===== config.mk =====
export PLATFORM = sky130hd
export DESIGN_NAME = satd_control
export DESIGN_NICKNAME = d
export VERILOG_FILES = /design/src/rtl/satd_control.sv
export SDC_FILE = /design/constraint.sdc
export NUM_CORES = 1
export LEC_CHECK = 0
export ABC_AREA = 1
export BUFFER_PORTS_ARGS = -buffer_cell sky130_fd_sc_hd__buf_2
export CAP_MARGIN = 20
export CORE_AREA = 10 10 47 49
export DETAILED_ROUTE_END_ITERATION = 7
export DIE_AREA = 0 0 57 59
export PLACE_DENSITY = 0.49
export SETUP_SLACK_MARGIN = 0.05
export SYNTH_ARGS = -nofsm -noshare
export SYNTH_HDL_FRONTEND = slang
export SYNTH_SLANG_ARGS = --single-unit

===== constraint.sdc =====
create_clock -name clk -period 2.2 [get_ports clk]
set_input_delay 0.22 -clock clk [delete_from_list [all_inputs] [get_ports clk]]
set_output_delay 0.22 -clock clk [all_outputs]
set_load 0.01 [all_outputs]

===== src/rtl/satd_control.sv =====
// Sequencer for the SATD Hadamard datapath: a row pass, then a column pass, then a done pulse.
// All outputs decode directly from flops, so there is no input-to-output combinational path.
module satd_control #(
    parameter int unsigned N          = 4,
    parameter int unsigned CNT_W      = $clog2(N),
    parameter bit          AUTO_START = 1'b0
) (
    input  logic             clk,
    input  logic             reset,
    input  logic             start,
    input  logic             en,
    output logic             stage,
    output logic [CNT_W-1:0] count,
    output logic             busy,
    output logic             done
);

    typedef enum logic [1:0] {StIdle, StRow, StCol, StDone} state_e;

    localparam logic [CNT_W-1:0] LastIdx = CNT_W'(N - 1);

    state_e           state_q, state_d;
    logic [CNT_W-1:0] count_q, count_d;
    logic             go;

    assign go = start | AUTO_START;

    always_ff @(posedge clk or negedge reset) begin
        if (!reset) begin
            state_q <= StIdle;
            count_q <= '0;
        end else begin
            state_q <= state_d;
            count_q <= count_d;
        end
    end

    always_comb begin
        state_d = state_q;
        count_d = count_q;
        if (en) begin
            unique case (state_q)
                StIdle: begin
                    count_d = '0;
                    if (go) state_d = StRow;
                end
                StRow: begin
                    if (count_q == LastIdx) begin
                        state_d = StCol;
                        count_d = '0;
                    end else begin
                        count_d = count_q + CNT_W'(1);
                    end
                end
                StCol: begin
                    if (count_q == LastIdx) begin
                        state_d = StDone;
                        count_d = '0;
                    end else begin
                        count_d = count_q + CNT_W'(1);
                    end
                end
                StDone: begin
                    // Back-to-back blocks skip IDLE entirely.
                    count_d = '0;
                    state_d = go ? StRow : StIdle;
                end
                default: begin
                    state_d = StIdle;
                    count_d = '0;
                end
            endcase
        end
    end

    assign stage = (state_q == StCol);
    assign busy  = (state_q == StRow) || (state_q == StCol);
    assign done  = (state_q == StDone);
    assign count = count_q;

endmodule


==> results of run 1 <==
worst paths after layout:
path,cells past startpoint,endpoint,start,slack [ns]
max in group asynchronous,2,count[1],reset,1.76
setup / recovery,3,busy,state_q[0],0.73
setup reg to reg,6,state_q[1],state_q[0],0.95
hold reg to reg,1,count[0],count[0],0.53
hold / removal,3,count[0],en,0.30
min in group asynchronous,2,count[0],reset,0.32
report_power, final:
group          internal [W]  switching (W)  total (W)
Combinational      0.000115       0.000161   0.000276
Clock             0.0000607      0.0000256  0.0000863
Sequential         0.000106      0.0000371   0.000143
Total              0.000282       0.000223   0.000505
per-layer routing:
metal,routed length (microns),share of wire
met2,337,0.50
met1,280,0.42
met4,0,0
met3,54,0.080
met5,0,0
through the flow:
| step | cells | setup WS [ns] | utilization |
|---|---|---|---|
| after floorplan | 37 | 1.02 | - |
| after global placement | 61 | 0.908 | 0.254 |
| after detailed placement | 61 | 0.920 | 0.254 |
| after CTS | 65 | 0.705 | 0.278 |
| after global routing | 65 | 0.638 | 0.278 |
| final | 65 | 0.728 | 0.278 |
timing repair:
item | 4_1_cts | 5_1_grt
hold buffers | 1 | 0
setup buffers | 0 | 0
gates resized for setup | 0 | 0
endpoints found under the hold margin | 4 | 0
cell families (layout without fill, tap and decap cells):
family | count (synthesis) | after routing | synth area share
AO/OA/AOI/OAI | 3 | 3 | 0.0802
adder cells (fa/ha/maj) | 6 | 6 | 0.253
flip-flops | 4 | 4 | 0.338
AND/OR/NAND/NOR | 20 | 20 | 0.278
buffers and inverters | 4 | 16 | 0.0506
registers in the layout, summed over array words and instances, names as in the netlist:
signal   count
count        2
state_q      2
area by class of cell:
cell class | instances | area (sq um)
clock buffer | 3 | 22.5
fill | 156 | 1010
sequential | 4 | 100
tap | 16 | 20.0
inverter | 4 | 15.0
multi-input combinational | 29 | 181
timing repair buffer | 9 | 50.0
placed cells by master, fill, tap and decap left out, types with 3 or more instances in the layout:
master	netlist	routed
nand3_1	3	3
buf_2	0	8
nand2_1	13	13
clkbuf_4	0	3
inv_1	3	3
nor2_1	3	3
ha_1	6	6
dfrtp_1	4	4
worst max-delay path, delay by kind of cell (launching register included):
kind	cells	cell delay (ns)
buffers and inverters	2	0.27
adder cells (fa/ha/maj)	1	0.35
flip-flops	1	0.41
==> results.py, run 1 <==
metrics = {
    "layout": {
        "final_cell_area_sq_um": 389,
        "diodes": 0,
        "syn2layout_area_growth_pct": 31.2,
        "nets": 61,
        "drive_gt1_frac": 0.265,
    },
    "cts": {
        "cts_tree": "built",
        "clkLatencyLatePin_ns": 0.23,
        "cts-root-buf": "clkbuf_4",
        "clockBufferDepth": 2,
        "cts_sinks": 4,
        "cts_made_buffers": 3,
        "clk_pin_slew_ns": 0.03,
        "htree_levels": 1,
    },
    "global_routing": {
        "grt_first_pass_wirelength_microns": 1190,
        "grt-busiest-layer": "met2",
        "first_global_vias": 282,
        "antenna_found_initial": 0,
        "use_met3": 0.0172,
        "grtUsageMet1": 0.0429,
        "grt_max_degree": 6,
        "overflow": 0,
        "grt_usage": 0.0446,
        "use_met2": 0.0729,
    },
    "yosys": {
        "ys_top_cells_by_count": "13 x nand2_1, 6 x ha_1, 4 x dfrtp_1",
        "synth_flop_cell": "dfrtp_1",
        "yosys_register_bits": 4,
        "synthDominantCellAreaShare": 0.338,
        "synthArstFlopShare": 1.00,
        "synthDistinctLibCells": 11,
        "synth_nets": 47,
        "yosysSeqAreaShare": 0.338,
        "synth_area_leader_cell": "dfrtp_1",
        "synth_edf_count": 0,
        "ys_top_cells_by_area": "dfrtp_1 34%, ha_1 25%, nand2_1 16%",
        "netlist_instances": 37,
        "syn_avg_cell_area_sq_um": 8.01,
        "yosysMostFrequentCell": "nand2_1",
        "syn_area_sq_um": 297,
        "yosys_warnings": 0,
    },
    "timing": {
        "min_period_ns": 1.47,
        "setup_violations": 0,
        "whs_ns": 0.296,
        "relSlewSlack": 0.846,
        "tns_ns": 0,
        "tightest_slew_ns": 0.228,
        "fmax_mhz": 679,
        "rsz0062_at_grt": "no",
        "period_share": 0.669,
        "fin_skew_ns": 0.00125,
        "finalHoldViolations": 0,
        "slew_viol_final": 0,
    },
    "critical_path": {
        "crit_path_cell_trace": "inv_1, ha_1, buf_2",
        "critPathSlowestCell": "dfrtp_1",
        "required_ns": 1.98,
        "cp.arrival_ns": 1.25,
        "endpoint_kind": "output pin",
        "cp-start-kind": "flop",
        "critPathMaxFanout": 5,
        "crit_type": "flop to output pin",
        "slowest_delay_ns": 0.41,
    },
    "pwr": {
        "ir_drop_v": 0.000294,
        "power_density_mw_per_mm2": 1300,
        "power_w": 0.000505,
        "leakagePower_nw": 0.223,
    },
    "route": {
        "drt_pass1_iterations": 4,
        "route.detailed.drc": 0,
        "drt_iter0_markers": 4,
        "vias": 263,
        "avgViaCountPerCell": 4.05,
        "ant_nets": 0,
        "wl_per_cell_microns": 10.3,
        "wirelength_microns": 671,
    },
    "floorplan": {
        "pin_count": 9,
        "start_util": 0.212,
        "die_height_microns": 59,
        "die_w_microns": 57,
        "die_area_sq_mm": 0.00336,
        "rows": 14,
        "core_area_sq_mm": 0.00140,
    },
    "flow_run": {
        "max_cap_viol_count": 0,
    },
    "min_path": {
        "hold_path.class": "input pin to flop",
    },
    "placed_design": {
        "portBuffers": 8,
        "hpwl_microns": 569,
        "globalplace.congestion": 0.738,
        "place_area_sq_um": 357,
    },
    "status": {
        "outcome": "finished, final reports clean",
    },
}
Power figures use the tool's default switching activity.
==> run 2: changes to the inputs <==
clock period = 1.4 ns   (was 2.2 ns; I/O delays follow)
==> run 2 against run 1 <==
Combinational power up 110%. Clock power up 61%. First-iteration DRC count up 75%. Largest power group unchanged. Register-to-register slack worse by 0.78 ns. Hold slack worse by 0.092 ns.
==> results.py, run 2 (synthesis gave the netlist of run 1 again) <==
metrics = {
    "status": {
        "outcome": "finished, final reports clean",
    },
    "layout": {
        "nets": 63,
        "multi_input_area_sq_um": 194,
        "regArea_sq_um": 100,
        "diodes": 0,
        "drive_gt1_frac": 0.333,
        "final_util": 0.297,
        "stdcell_count": 67,
        "final_common_cell": "nand2_1",
        "mostFrequentLayoutCells": "13 x nand2_1, 8 x buf_2, 5 x ha_1, 4 x dfrtp_1",
        "fill_cells": 167,
        "syn2layout_area_growth_pct": 40.5,
    },
    "critical_path": {
        "cp-start-kind": "flop",
        "critPathMaxFanout": 3,
        "critPathLaunch": "state_q[0]",
        "required_ns": 1.26,
        "crit_type": "flop to output pin",
        "endpoint_kind": "output pin",
        "critPathSlowestCell": "dfrtp_1",
        "crit_path_cell_trace": "buf_4, ha_1, buf_2",
        "slowest_delay_ns": 0.39,
        "reg2reg_from": "state_q[1]",
        "cp.arrival_ns": 1.12,
    },
    "timing": {
        "min_period_ns": 1.26,
        "setup_violations": 0,
        "rsz0062_at_grt": "no",
        "finalHoldViolations": 0,
        "fin_skew_ns": 0.00193,
        "slew_viol_final": 0,
        "relSlewSlack": 0.860,
        "fmax_mhz": 791,
        "period_share": 0.903,
        "tightest_slew_ns": 0.208,
        "tns_ns": 0,
    },
    "cts": {
        "cts-root-buf": "clkbuf_4",
        "htree_levels": 1,
        "clk_pin_slew_ns": 0.04,
        "cts_made_buffers": 3,
        "cts_tree": "built",
        "cts_sinks": 4,
        "clockBufferDepth": 2,
        "clkLatencyLatePin_ns": 0.23,
    },
    "global_routing": {
        "grt_max_degree": 5,
        "antenna_found_initial": 0,
        "first_global_vias": 287,
        "grt_first_pass_wirelength_microns": 1130,
        "grt_usage": 0.0445,
        "overflow": 0,
    },
    "min_path": {
        "hold_path_startpoint": "en",
        "hold_path.class": "input pin to flop",
    },
    "placed_design": {
        "portBuffers": 8,
        "globalplace.congestion": 0.721,
        "placed_cells": 62,
        "hpwl_microns": 565,
    },
    "route": {
        "drt_pass1_iterations": 4,
        "drt_iter0_markers": 7,
        "vias": 273,
        "ant_nets": 0,
        "wl_per_cell_microns": 10.9,
        "avgViaCountPerCell": 4.07,
        "route.detailed.drc": 0,
        "wirelength_microns": 731,
    },
    "floorplan": {
        "start_util": 0.212,
        "core_area_sq_mm": 0.00140,
        "die_area_sq_mm": 0.00336,
        "die_w_microns": 57,
        "die_height_microns": 59,
        "rows": 14,
        "pin_count": 9,
    },
    "flow_run": {
        "max_cap_viol_count": 0,
    },
    "pwr": {
        "power_density_mw_per_mm2": 2180,
        "ir_drop_v": 0.000563,
        "leakagePower_nw": 0.233,
    },
}
## run 2: cell types whose count changed in the layout (fill, tap and decap cells not counted), sizes merged
cell	previous run	this run
buf	8	10
## run 2: layer usage
| metal | track usage | vias to the layer above | wire, microns |
|---|---|---|---|
| met5 | 0 | - | 0 |
| met4 | 0.0403 | 0 | 0 |
| met3 | 0.0193 | 0 | 24 |
| met2 | 0.0760 | 5 | 407 |
| met1 | 0.0392 | 121 | 299 |
| li1 | - | 147 | - |
## run 2: layout make-up
type / count / area share
multi-input cells: 29 / 0.465
flip-flops and latches: 4 / 0.240
repair buffers: 11 / 0.156
clock buffers: 3 / 0.0541
well taps: 16 / 0.0480
inverters: 4 / 0.0360
## run 2: repair_timing
| action | in CTS | in global routing |
|---|---|---|
| endpoints found under the hold margin | 4 | 0 |
| buffers inserted | 1 | 0 |
| setup endpoints to repair | 1 | 1 |
| gates resized for setup | 0 | 2 |
| hold buffers | 1 | 0 |
| pin swaps | 0 | 0 |
## run 2: where the power goes
part | internal [W] | total [W] | switching, W
Combinational | 0.000259 | 0.000566 | 0.000307
Clock | 0.0000956 | 0.000139 | 0.0000434
Sequential | 0.000166 | 0.000204 | 0.0000380
## run 2: path summary, 6_finish.rpt
check	endpoint	slack, ns	cells past startpoint
min in group asynchronous	count[0]	0.24	2
min	count[0]	0.20	3
max reg2reg	state_q[1]	0.17	6
max in group asynchronous	state_q[0]	1.04	2
max	done	0.14	3
min reg2reg	count[0]	0.51	1
## run 2: stage by stage
stage               setup WS [ns]  total power [W]  hold WS, ns  cell area [sq um]
floorplan                   0.221         0.000526       -0.156                297
global route               0.0692          0.00101        0.216                417
finish                      0.136         0.000909        0.205                417
global placement            0.163         0.000692      -0.0518                364
CTS                        0.0606         0.000859        0.196                404
detailed placement          0.208         0.000686      -0.0514                364
## run 2: critical path: cells and delay by family (launching register included)
family,cells,cell delay (ns)
adders and majority gates,1,0.21
buffers and inverters,2,0.29
DFF,1,0.39
==> run 3: changes to the inputs <==
ABC_AREA = not set   (was 1)
PLACE_DENSITY = not set   (was 0.49)
PLACE_DENSITY_LB_ADDON = 0.12   (was not set)
==> run 3 against run 2 <==
Clock power about the same. Non-clock buffer count unchanged. Largest cell class unchanged. Count of clock-buffer cells in the layout unchanged. Highest routed layer unchanged. Sequential share of layout area down 0.060 points. Synthesized cell count shrank 27%. Hold slack worse by 0.023 ns. Largest power group unchanged. Critical endpoint is now state_q[1]. Fmax is 7.7% lower. First-iteration DRC count fell by 57%. Register-to-register slack got worse by 0.14 ns. Combinational power grew 13%. Die area stayed put. Via count shrank 10%. Critical path type is now flop to flop.
==> results.py, run 3 <==
metrics = {
    "status": {
        "outcome": "finished, final reports clean",
    },
    "placed_design": {
        "placed_cells": 52,
        "portBuffers": 8,
        "hpwl_microns": 537,
        "globalplace.congestion": 0.651,
    },
    "yosys": {
        "yosysSeqAreaShare": 0.349,
        "ys_top_cells_by_area": "dfrtp_1 35%, ha_1 26%, inv_1 5.2%",
        "synthDistinctLibCells": 13,
        "synthDominantCellAreaShare": 0.349,
        "synth_flop_cell": "dfrtp_1",
        "syn_avg_cell_area_sq_um": 10.6,
        "yosys_warnings": 0,
        "netlist_instances": 27,
        "synth_nets": 37,
        "synth_mux_area_frac": 0.0524,
        "yosys_register_bits": 4,
        "yosys.area_share.simple": 0.114,
        "synth_edf_count": 0,
        "yosysMostFrequentCell": "ha_1",
        "synth-xor-area-share": 0,
        "synth_top_family_by_area": "adder cells",
        "synth_fa_ha_area_frac": 0.262,
        "synth_compound_area_frac": 0.170,
        "syn_area_sq_um": 287,
        "synth_area_leader_cell": "dfrtp_1",
        "ys_top_cells_by_count": "6 x ha_1, 4 x dfrtp_1, 4 x inv_1",
        "synthArstFlopShare": 1.00,
    },
    "critical_path": {
        "required_ns": 1.51,
        "critPathMaxFanout": 4,
        "endpoint_kind": "flop",
        "r2r_end": "state_q[1]",
        "crit_path_cell_trace": "inv_2, ha_1, nor2_2, o211ai_2, mux2_4",
        "r2r_cells": 5,
        "r2r_slack_ns": 0.03,
        "cp-start-kind": "flop",
        "cp.arrival_ns": 1.48,
        "critPathLaunch": "state_q[1]",
        "critPathSlowestCell": "dfrtp_2",
        "endpoint": "state_q[1]",
        "slowest_delay_ns": 0.43,
        "crit_type": "flop to flop",
        "reg2reg_from": "state_q[1]",
    },
    "route": {
        "drt_iter0_markers": 3,
        "drt_pass1_iterations": 2,
        "route.detailed.drc": 0,
        "avgViaCountPerCell": 4.30,
        "wl_per_cell_microns": 11.3,
        "wirelength_microns": 643,
        "vias": 245,
        "ant_nets": 0,
    },
    "global_routing": {
        "first_global_vias": 267,
        "grt_first_pass_wirelength_microns": 1060,
        "grt_max_degree": 7,
        "grt_usage": 0.0419,
        "overflow": 0,
        "antenna_found_initial": 0,
    },
    "pwr": {
        "power_density_mw_per_mm2": 2410,
        "power_frac_comb": 0.625,
        "p_sw_w": 0.000417,
        "swShare": 0.408,
        "ir_drop_v": 0.000817,
        "p_seq_frac": 0.239,
        "leakagePower_nw": 0.209,
        "intPower_w": 0.000604,
        "clock_power_share": 0.135,
    },
    "cts": {
        "clkLatencyLatePin_ns": 0.23,
        "cts-root-buf": "clkbuf_4",
        "cts_tree": "built",
        "cts_made_buffers": 3,
        "clk_pin_slew_ns": 0.04,
        "cts_sinks": 4,
        "htree_levels": 1,
        "clockBufferDepth": 2,
    },
    "layout": {
        "fill_cells": 156,
        "drive_gt1_frac": 0.561,
        "nets": 53,
        "regArea_sq_um": 101,
        "stdcell_count": 57,
        "final_util": 0.302,
        "diodes": 0,
        "final_common_cell": "buf_2",
        "multi_input_area_sq_um": 199,
        "mostFrequentLayoutCells": "8 x buf_2, 4 x ha_1, 3 x clkbuf_4, 3 x dfrtp_1",
        "syn2layout_area_growth_pct": 47.6,
    },
    "floorplan": {
        "rows": 14,
        "die_area_sq_mm": 0.00336,
        "pin_count": 9,
        "die_w_microns": 57,
        "die_height_microns": 59,
        "start_util": 0.204,
        "core_area_sq_mm": 0.00140,
    },
    "min_path": {
        "hold_path_startpoint": "en",
        "hold_path.class": "input pin to flop",
    },
    "flow_run": {
        "max_cap_viol_count": 0,
    },
    "timing": {
        "tightest_slew_ns": 0.202,
        "relSlewSlack": 0.865,
        "slew_viol_final": 0,
        "finalHoldViolations": 0,
        "setup_violations": 0,
        "rsz0062_at_grt": "yes",
        "fmax_mhz": 730,
        "fin_skew_ns": 0.00495,
        "min_period_ns": 1.37,
        "period_share": 0.979,
    },
}
==> run 3: how the worst min path moves through the flow <==
stage	slack [ns]	to	depth (start not counted)
after global placement	-0.05	state_q[1]	1
after detailed placement	-0.05	state_q[1]	1
final	0.18	count[0]	2
after CTS	0.18	count[1]	2
after floorplan	-0.16	count[0]	0
after global routing	0.18	count[0]	2
==> run 3: critical path, delay by kind of cell (launching register included) <==
kind / cells / cell delay (ns)
muxes: 1 / 0.32
adders and majority gates: 1 / 0.16
DFF: 1 / 0.43
AOI/OAI and AO/OA: 1 / 0.19
and+or+nand+nor: 1 / 0.05
buffers and inverters: 1 / 0.10
==> run 3: cells by family (layout without fill, tap and decap cells) <==
family | count (synthesis) | count (layout)
fa+ha+maj | 6 | 6
compound gates | 6 | 6
simple gates | 6 | 6
flops | 4 | 4
buf+inv | 4 | 18
mux | 1 | 1
==> run 3: through the flow <==
stage / hold slack [ns] / TNS, ns / power, W / setup WS, ns / cell area (sq um)
floorplan: -0.156 / 0 / 0.000602 / 0.0692 / 289
global placement: -0.0536 / -0.00273 / 0.000785 / -0.00273 / 357
detailed placement: -0.0512 / 0 / 0.000792 / 0.00417 / 357
CTS: 0.177 / 0 / 0.000955 / 0.0169 / 392
global route: 0.178 / -0.0200 / 0.00113 / -0.0200 / 423
finish: 0.182 / 0 / 0.00102 / 0.0299 / 423
==> run 3: area by class of cell <==
type                            count  area share
Sequential cell                     4       0.240
Multi-Input combinational cell     19       0.470
Inverter                            4      0.0355
Tap cell                           16      0.0473
Clock buffer                        3      0.0533
Timing Repair Buffer               11       0.154
==> run 3: power groups by stage <==
stage | Combinational [W] | Sequential [W] | Clock [W]
3_3_place_gp | 0.000551 | 0.000233 | 0
3_5_place_dp | 0.000555 | 0.000236 | 0
4_1_cts | 0.000572 | 0.000235 | 0.000148
5_1_grt | 0.000718 | 0.000253 | 0.000160
2_1_floorplan | 0.000364 | 0.000237 | 0
6_report | 0.000638 | 0.000244 | 0.000138
==> run 3: metal layers <==
| metal | wire (microns) | vias to the layer above | global-route usage |
|---|---|---|---|
| li1 | - | 124 | - |
| met1 | 295 | 111 | 0.0392 |
| met2 | 284 | 10 | 0.0589 |
| met3 | 62 | 0 | 0.0429 |
| met4 | 0 | 0 | 0.0201 |
| met5 | 0 | - | 0 |
==> run 3: timing repair <==
| action | CTS | global route |
|---|---|---|
| endpoints found under the hold margin | 4 | 0 |
| buffers inserted | 0 | 1 |
| endpoints found under the setup margin | 2 | 2 |
| hold buffers | 1 | 0 |
| resized for setup | 1 | 4 |
